**src/rtl/fc_pkg.sv**
```systemverilog
`default_nettype none
// ============================================================================
// Package : fc_pkg
// Shared widths and the state encoding for the fully connected layer sequencer.
// Rev     : 1.0
// ============================================================================
package fc_pkg;

  localparam int FC_DATA_W  = 8;
  localparam int FC_CNT_W   = 8;
  localparam int FC_WADDR_W = 16;

  localparam logic [2:0] ST_IDLE  = 3'd0;
  localparam logic [2:0] ST_CLEAR = 3'd1;
  localparam logic [2:0] ST_FEED  = 3'd2;
  localparam logic [2:0] ST_DRAIN = 3'd3;
  localparam logic [2:0] ST_WRITE = 3'd4;
  localparam logic [2:0] ST_DONE  = 3'd5;

endpackage
`default_nettype wire

```
**src/rtl/fc_layer_ctrl_if.sv**
```systemverilog
`default_nettype none
// ============================================================================
// Interface : fc_layer_ctrl_if
// Memory, MAC-core and result buses of the layer sequencer (master = sequencer).
// Rev       : 1.0
// ============================================================================
interface fc_layer_ctrl_if
  import fc_pkg::*;
#(
  parameter int DATA_W  = FC_DATA_W,
  parameter int CNT_W   = FC_CNT_W,
  parameter int WADDR_W = FC_WADDR_W
);

  logic                  o_mem_en;
  logic [CNT_W-1:0]      o_node_addr;
  logic [WADDR_W-1:0]    o_wegt_addr;
  logic                  o_bias_en;
  logic [CNT_W-1:0]      o_bias_addr;
  logic [DATA_W-1:0]     i_bias_data;
  logic                  o_core_run;
  logic                  o_core_valid;
  logic [DATA_W-1:0]     o_core_bias;
  logic [4*DATA_W-1:0]   i_core_result;
  logic                  o_res_valid;
  logic                  i_res_ready;
  logic [CNT_W-1:0]      o_res_addr;
  logic [4*DATA_W-1:0]   o_res_data;

  modport master (
    output o_mem_en, o_node_addr, o_wegt_addr,
    output o_bias_en, o_bias_addr,
    input  i_bias_data,
    output o_core_run, o_core_valid, o_core_bias,
    input  i_core_result,
    output o_res_valid, o_res_addr, o_res_data,
    input  i_res_ready
  );

  modport slave (
    input  o_mem_en, o_node_addr, o_wegt_addr,
    input  o_bias_en, o_bias_addr,
    output i_bias_data,
    input  o_core_run, o_core_valid, o_core_bias,
    output i_core_result,
    input  o_res_valid, o_res_addr, o_res_data,
    output i_res_ready
  );

endinterface
`default_nettype wire

```
**src/rtl/fc_addr_gen.sv**
```systemverilog
`default_nettype none
// ============================================================================
// Module : fc_addr_gen
// Input index k and weight-row base for the current neuron, with k==0 / last flags.
// Rev    : 1.0
// ============================================================================
module fc_addr_gen
  import fc_pkg::*;
#(
  parameter int CNT_W   = FC_CNT_W,
  parameter int WADDR_W = FC_WADDR_W
) (
  input  logic               clk,
  input  logic               reset,
  input  logic               i_restart,
  input  logic               i_clear,
  input  logic               i_step,
  input  logic               i_advance,
  input  logic [CNT_W-1:0]   i_num_in,
  output logic [CNT_W-1:0]   o_node_addr,
  output logic [WADDR_W-1:0] o_wegt_addr,
  output logic               o_first,
  output logic               o_last
);

  logic [CNT_W-1:0]   k_q, k_d;
  logic [WADDR_W-1:0] wbase_q, wbase_d;

  always_comb begin
    k_d     = k_q;
    wbase_d = wbase_q;
    if (i_clear) begin
      k_d = '0;
    end else if (i_step) begin
      k_d = k_q + CNT_W'(1);
    end
    // Row base grows by num_in per neuron, so no multiplier is needed.
    if (i_restart) begin
      wbase_d = '0;
    end else if (i_advance) begin
      wbase_d = wbase_q + WADDR_W'(i_num_in);
    end
  end

  always_ff @(posedge clk) begin
    if (reset) begin
      k_q     <= '0;
      wbase_q <= '0;
    end else begin
      k_q     <= k_d;
      wbase_q <= wbase_d;
    end
  end

  assign o_node_addr = k_q;
  assign o_wegt_addr = wbase_q + WADDR_W'(k_q);
  assign o_first     = (k_q == '0);
  assign o_last      = (k_q == i_num_in - CNT_W'(1));

endmodule
`default_nettype wire

```
**src/rtl/fc_layer_ctrl.sv**
```systemverilog
`default_nettype none
// ============================================================================
// Module : fc_layer_ctrl
// Sequences one MAC core through a fully connected layer, one neuron at a time.
// Rev    : 1.0
// ============================================================================
module fc_layer_ctrl
  import fc_pkg::*;
#(
  parameter int DATA_W  = FC_DATA_W,
  parameter int CNT_W   = FC_CNT_W,
  parameter int WADDR_W = FC_WADDR_W
) (
  input  logic             clk,
  input  logic             reset,
  input  logic             i_start,
  input  logic [CNT_W-1:0] i_num_in,
  input  logic [CNT_W-1:0] i_num_out,
  output logic             o_busy,
  output logic             o_done,
  fc_layer_ctrl_if.master  bus
);

  logic [2:0]         state_q, state_d;
  logic [CNT_W-1:0]   num_in_q, num_in_d;
  logic [CNT_W-1:0]   num_out_q, num_out_d;
  logic [CNT_W-1:0]   j_q, j_d;
  logic               core_valid_q, core_valid_d;
  logic [DATA_W-1:0]  core_bias_q, core_bias_d;

  logic               start_ok;
  logic               clear;
  logic               feed;
  logic               write;
  logic               xfer;
  logic               last_neuron;
  logic               first_beat;
  logic               last_beat;
  logic [CNT_W-1:0]   node_addr;
  logic [WADDR_W-1:0] wegt_addr;

  assign start_ok    = (state_q == ST_IDLE) && i_start;
  assign clear       = (state_q == ST_CLEAR);
  assign feed        = (state_q == ST_FEED);
  assign write       = (state_q == ST_WRITE);
  assign xfer        = write && bus.i_res_ready;
  assign last_neuron = (j_q == num_out_q - CNT_W'(1));

  fc_addr_gen #(
    .CNT_W   (CNT_W),
    .WADDR_W (WADDR_W)
  ) u_addr_gen (
    .clk         (clk),
    .reset       (reset),
    .i_restart   (start_ok),
    .i_clear     (clear),
    .i_step      (feed),
    .i_advance   (xfer),
    .i_num_in    (num_in_q),
    .o_node_addr (node_addr),
    .o_wegt_addr (wegt_addr),
    .o_first     (first_beat),
    .o_last      (last_beat)
  );

  always_comb begin
    state_d   = state_q;
    num_in_d  = num_in_q;
    num_out_d = num_out_q;
    j_d       = j_q;
    case (state_q)
      ST_IDLE: begin
        if (i_start) begin
          num_in_d  = i_num_in;
          num_out_d = i_num_out;
          j_d       = '0;
          state_d   = (i_num_in == '0 || i_num_out == '0) ? ST_DONE : ST_CLEAR;
        end
      end
      ST_CLEAR: state_d = ST_FEED;
      ST_FEED: begin
        if (last_beat) state_d = ST_DRAIN;
      end
      ST_DRAIN: state_d = ST_WRITE;
      ST_WRITE: begin
        if (bus.i_res_ready) begin
          j_d     = j_q + CNT_W'(1);
          state_d = last_neuron ? ST_DONE : ST_CLEAR;
        end
      end
      ST_DONE: state_d = ST_IDLE;
      default: state_d = ST_IDLE;
    endcase
  end

  // Bias data return in the first FEED cycle, aligned with the k==0 read,
  // so both reach the core together one cycle later.
  always_comb begin
    core_valid_d = feed;
    core_bias_d  = (feed && first_beat) ? bus.i_bias_data : '0;
  end

  always_ff @(posedge clk) begin
    if (reset) begin
      state_q      <= ST_IDLE;
      num_in_q     <= '0;
      num_out_q    <= '0;
      j_q          <= '0;
      core_valid_q <= 1'b0;
      core_bias_q  <= '0;
    end else begin
      state_q      <= state_d;
      num_in_q     <= num_in_d;
      num_out_q    <= num_out_d;
      j_q          <= j_d;
      core_valid_q <= core_valid_d;
      core_bias_q  <= core_bias_d;
    end
  end

  assign o_busy           = (state_q != ST_IDLE);
  assign o_done           = (state_q == ST_DONE);

  assign bus.o_mem_en     = feed;
  assign bus.o_node_addr  = feed ? node_addr : '0;
  assign bus.o_wegt_addr  = feed ? wegt_addr : '0;
  assign bus.o_bias_en    = clear;
  assign bus.o_bias_addr  = clear ? j_q : '0;
  assign bus.o_core_run   = clear;
  assign bus.o_core_valid = core_valid_q;
  assign bus.o_core_bias  = core_bias_q;
  // Core is idle in WRITE (no run, no valid), so its result is stable here.
  assign bus.o_res_valid  = write;
  assign bus.o_res_addr   = write ? j_q : '0;
  assign bus.o_res_data   = write ? bus.i_core_result : '0;

endmodule
`default_nettype wire

```
**src/flat_wrapper.sv**
```systemverilog
// flat-port wrapper written by rule: the top's interface ports become plain ports
module fc_layer_ctrl_flat import fc_pkg::*;
#(
  parameter int DATA_W  = FC_DATA_W,
  parameter int CNT_W   = FC_CNT_W,
  parameter int WADDR_W = FC_WADDR_W
)
  (clk, reset, i_start, i_num_in, i_num_out, o_busy, o_done, bus_o_mem_en, bus_o_node_addr, bus_o_wegt_addr, bus_o_bias_en, bus_o_bias_addr, bus_i_bias_data, bus_o_core_run, bus_o_core_valid, bus_o_core_bias, bus_i_core_result, bus_o_res_valid, bus_o_res_addr, bus_o_res_data, bus_i_res_ready);
  fc_layer_ctrl_if #(.DATA_W(DATA_W), .CNT_W(CNT_W), .WADDR_W(WADDR_W)) bus_i ();
  input  logic clk;
  input  logic reset;
  input  logic i_start;
  input  logic [CNT_W-1:0] i_num_in;
  input  logic [CNT_W-1:0] i_num_out;
  output logic o_busy;
  output logic o_done;
  output wire logic [$bits(bus_i.o_mem_en)-1:0] bus_o_mem_en;
  output wire logic [$bits(bus_i.o_node_addr)-1:0] bus_o_node_addr;
  output wire logic [$bits(bus_i.o_wegt_addr)-1:0] bus_o_wegt_addr;
  output wire logic [$bits(bus_i.o_bias_en)-1:0] bus_o_bias_en;
  output wire logic [$bits(bus_i.o_bias_addr)-1:0] bus_o_bias_addr;
  input wire logic [$bits(bus_i.i_bias_data)-1:0] bus_i_bias_data;
  output wire logic [$bits(bus_i.o_core_run)-1:0] bus_o_core_run;
  output wire logic [$bits(bus_i.o_core_valid)-1:0] bus_o_core_valid;
  output wire logic [$bits(bus_i.o_core_bias)-1:0] bus_o_core_bias;
  input wire logic [$bits(bus_i.i_core_result)-1:0] bus_i_core_result;
  output wire logic [$bits(bus_i.o_res_valid)-1:0] bus_o_res_valid;
  output wire logic [$bits(bus_i.o_res_addr)-1:0] bus_o_res_addr;
  output wire logic [$bits(bus_i.o_res_data)-1:0] bus_o_res_data;
  input wire logic [$bits(bus_i.i_res_ready)-1:0] bus_i_res_ready;
  assign bus_o_mem_en = bus_i.o_mem_en;
  assign bus_o_node_addr = bus_i.o_node_addr;
  assign bus_o_wegt_addr = bus_i.o_wegt_addr;
  assign bus_o_bias_en = bus_i.o_bias_en;
  assign bus_o_bias_addr = bus_i.o_bias_addr;
  assign bus_i.i_bias_data = bus_i_bias_data;
  assign bus_o_core_run = bus_i.o_core_run;
  assign bus_o_core_valid = bus_i.o_core_valid;
  assign bus_o_core_bias = bus_i.o_core_bias;
  assign bus_i.i_core_result = bus_i_core_result;
  assign bus_o_res_valid = bus_i.o_res_valid;
  assign bus_o_res_addr = bus_i.o_res_addr;
  assign bus_o_res_data = bus_i.o_res_data;
  assign bus_i.i_res_ready = bus_i_res_ready;
  fc_layer_ctrl #(.DATA_W(DATA_W), .CNT_W(CNT_W), .WADDR_W(WADDR_W)) u_core (.clk(clk), .reset(reset), .i_start(i_start), .i_num_in(i_num_in), .i_num_out(i_num_out), .o_busy(o_busy), .o_done(o_done), .bus(bus_i));
endmodule
```
**config.mk**
```make
export PLATFORM = sky130hd
export DESIGN_NAME = fc_layer_ctrl_flat
export DESIGN_NICKNAME = d
export VERILOG_FILES = /design/src/rtl/fc_pkg.sv /design/src/rtl/fc_layer_ctrl_if.sv /design/src/rtl/fc_addr_gen.sv /design/src/rtl/fc_layer_ctrl.sv /design/src/flat_wrapper.sv
export SDC_FILE = /design/constraint.sdc
export NUM_CORES = 1
export LEC_CHECK = 0
export ABC_AREA = 0
export CAP_MARGIN = 20
export CELL_PAD_IN_SITES_DETAIL_PLACEMENT = 0
export CELL_PAD_IN_SITES_GLOBAL_PLACEMENT = 1
export CORE_AREA = 2 2 117 119
export DETAILED_ROUTE_END_ITERATION = 8
export DIE_AREA = 0 0 119 121
export PLACE_DENSITY = 0.79
export SLEW_MARGIN = 15
export SYNTH_ARGS = -nofsm -noshare
export SYNTH_HDL_FRONTEND = slang
export SYNTH_SLANG_ARGS = --single-unit
```
**constraint.sdc**
```tcl
create_clock -name clk -period 2.9 [get_ports clk]
set_clock_uncertainty 0.05 [all_clocks]
set_input_delay 0.435 -clock clk [delete_from_list [all_inputs] [get_ports clk]]
set_output_delay 0.435 -clock clk [all_outputs]
set_load 0.02 [all_outputs]
```
==> results.yml <==
grt:
  antenna_found_initial: 0
  grt_pass1_vias: 3933
  grt_pass1_wl_mm: 19.7
  grt_overflow: 0
  grt_max_degree: 48
  grtUsageTotal_pct: 16.9
route:
  drtIter0Drc: 219
  drtAntennaViolNets: 0
  vias_per_cell: 4.82
  drc_errors: 0
  via_count: 4211
  routedWlPerCell_um: 14.3
  dr.pass1.iters: 5
  totalWireLength_mm: 12.5
setup_path:
  cp_common_cell: "nor2_1"
  crit_fanout: 5
  cp_cell_sequence: "ha_1 > a21oi_1 > nand2_1 > o21ai_0 > buf_4 > nor2_1 > xnor2_1 > nor2_1 > dlygate4sd2_1"
  slowest_delay_ps: 370
  cp-end-kind: "primary output"
  cp.arrival_ps: 2280
  startpoint_type: "flip-flop"
  critical-path-top-delay-family: "buffers and inverters"
  critPathSlowestCell: "ha_1"
  critPathBufInv: 2
  critPathKind: "flip-flop to primary output"
  crit_required_ps: 2410
yosys:
  synthCells: 538
  ys_ff_latch: 60
  ys_seq_area_share_pct: 29.4
  ys_warn_count: 0
  syn_area_um2: 4090
  synth_nets: 621
  syn_area_per_cell_um2: 7.60
  synth.area.top_cells: "dfxtp_1, and2_1, ha_1"
  synth_cell_types: 52
  yosys.area.top_type: "dfxtp_1"
  yosysTopAreaCellShare_pct: 29.4
floorplan:
  core_um2: 13100
  placementRows: 42
  top_level_ports: 147
  die_h_um: 121
  die_area_um2: 14400
  fp.dieW_um: 119
  start_util_pct: 31.3
clock_tree:
  htreeDepth: 3
  holdBufCountCts: 0
  insertion_delay_ps: 330
  clock_path_buffers: 2
  cts_sinks: 60
  cts_tree: "done"
  clk_root_buffer_cell: "clkbuf_16"
  cts-buffers-inserted: 9
  cts.clk_slew.worst_paths_ps: 50
final_layout:
  diodes: 0
  register_area_um2: 1200
  nFillCells: 1289
  drive_gt1_share_pct: 8.45
  areaGrowthSynthToFinish_pct: 51.1
  final_cells: 874
  nNetsFinal: 776
  multi_input_area_um2: 2780
sta:
  fin_crit_sh_pct: 95.3
  final-hold-violation-count: 0
  fin_hold_ws_ps: 428
  drv_slew: 0
  min_period_ps: 2760
  fmax_ghz: 0.362
  setup_viol: 0
  rsz0062_at_grt: "false"
  slew_headroom_pct: 60.0
  worstMarginPinSlew_ps: 595
  tns_ps: 0
min_path:
  hold_path_class: "flip-flop to flip-flop"
place:
  numPortBuffers: 146
  place_inst: 857
  gp_congestion: 0.908
  dp_hpwl_mm: 9.71
power_and_ir_drop:
  power_leakage_nw: 2.41
  ir_drop_mv: 0.250
  power_density_nw_per_um2: 473
status:
  status: "complete, no violations"
run:
  maxCapViolations: 0
per-stage QoR:
| step | setup WS (ps) | util (%) | power, mW | cell area, um^2 |
|---|---|---|---|---|
| floorplan | 404 | - | 1.54 | 4090 |
| global placement | 58.5 | 44.7 | 1.88 | 5850 |
| detailed placement | 30.1 | 44.7 | 1.90 | 5850 |
| CTS | 2.79 | 46.8 | 2.95 | 6130 |
| global route | 10.0 | 47.2 | 3.09 | 6180 |
| finish | 136 | 47.2 | 2.93 | 6180 |
flip-flops by register name, indices dropped and copies added, names as in the netlist:
signal                         count
u_core.u_addr_gen.o_node_addr      8
u_core.bus.o_core_bias             8
u_core.j_q                         8
u_core.u_addr_gen.wbase_q         16
u_core.num_in_q                    8
u_core.bus.o_core_valid            1
u_core.state_q                     3
u_core.num_out_q                   8
power by group:
group          switching (mW)  leakage [nW]  internal, mW  total [mW]
clock                   0.378         0.139         0.660        1.04
combinational           0.495          1.78         0.428       0.923
sequential             0.0771         0.487         0.888       0.965
cells in the final DEF (no fill, tap or decap), drive strengths merged, types with 4 or more instances in the layout:
cell type / n
xnor2: 25
nor2b: 8
inv: 14
nor3: 11
o21ai: 11
a211o: 4
and2: 65
a21oi: 41
dfxtp: 60
dlygate4sd2: 5
nand2: 67
a211oi: 4
nor4: 7
nand4: 6
nand3: 18
nor3b: 5
clkbuf: 13
or3: 4
ha: 21
buf: 26
nor2: 61
o211ai: 5
xor2: 24
clkdlybuf4s50: 134
and3: 9
synth_stat cells (all sizes together):
master	n
nand2	67
and3	9
and2	65
nor3	11
buf	9
o31a	3
a31oi	3
xnor2	25
o21ai	11
and4	2
nand3	18
a41oi	2
nor3b	5
o41ai	2
clkbuf	19
o211a	1
or4b	1
o2111ai	3
nor2	61
a21oi	41
nand4b	1
xor2	24
or2	3
nand4	6
mux2	1
a2111o	1
ha	21
inv	14
a21o	3
or4	1
dfxtp	60
a221oi	2
nor4	7
o21bai	2
or3	4
nor4b	2
o21a	2
fa	2
nor2b	8
o211ai	5
nand4bb	1
mux2i	1
a211o	4
nand3b	1
a211oi	4
logic make-up (layout without fill, tap and decap cells):
family	Yosys count	after routing	share of synthesized area, %
fa+ha+maj	23	23	7.40
compound gates	89	89	13.9
simple gates	273	273	34.2
mux	2	2	0.520
flops	60	60	29.4
buf+inv	42	202	4.13
xor+xnor	49	49	10.5
final timing paths:
check | endpoint | slack, ps | start | cells past startpoint
setup / recovery | bus_o_wegt_addr[13] | 140 | u_core.u_addr_gen.wbase_q[6] | 9
hold reg to reg | u_core.num_out_q[7] | 430 | u_core.num_out_q[7] | 2
hold / removal | u_core.num_out_q[7] | 430 | u_core.num_out_q[7] | 2
setup reg to reg | u_core.u_addr_gen.wbase_q[10] | 290 | u_core.num_in_q[0] | 9
area by class of cell:
type | count | area share (%)
flip-flops and latches | 60 | 19.5
multi-input cells | 436 | 44.9
clock buffers | 11 | 3.77
clock inverters | 5 | 0.850
repair buffers | 172 | 26.6
inverters | 14 | 0.850
well taps | 176 | 3.56
routing by layer:
layer  wire (um)  global-route usage [%]
met5           0                       0
met4         269                    6.55
met3         489                    2.35
met2        5790                    26.5
met1        5960                    23.5
tightest hold or removal path, stage by stage, from the launching register on:
cell and delay (ps):
dfxtp_1 320, nand2_1 60, a21oi_1 50
repair_timing:
item,CTS,global route
buffers inserted,0,1
pin swaps,0,3
setup endpoints to repair,10,11
hold endpoints to repair,0,0
gates resized for setup,11,19
Power figures use the tool's default switching activity.
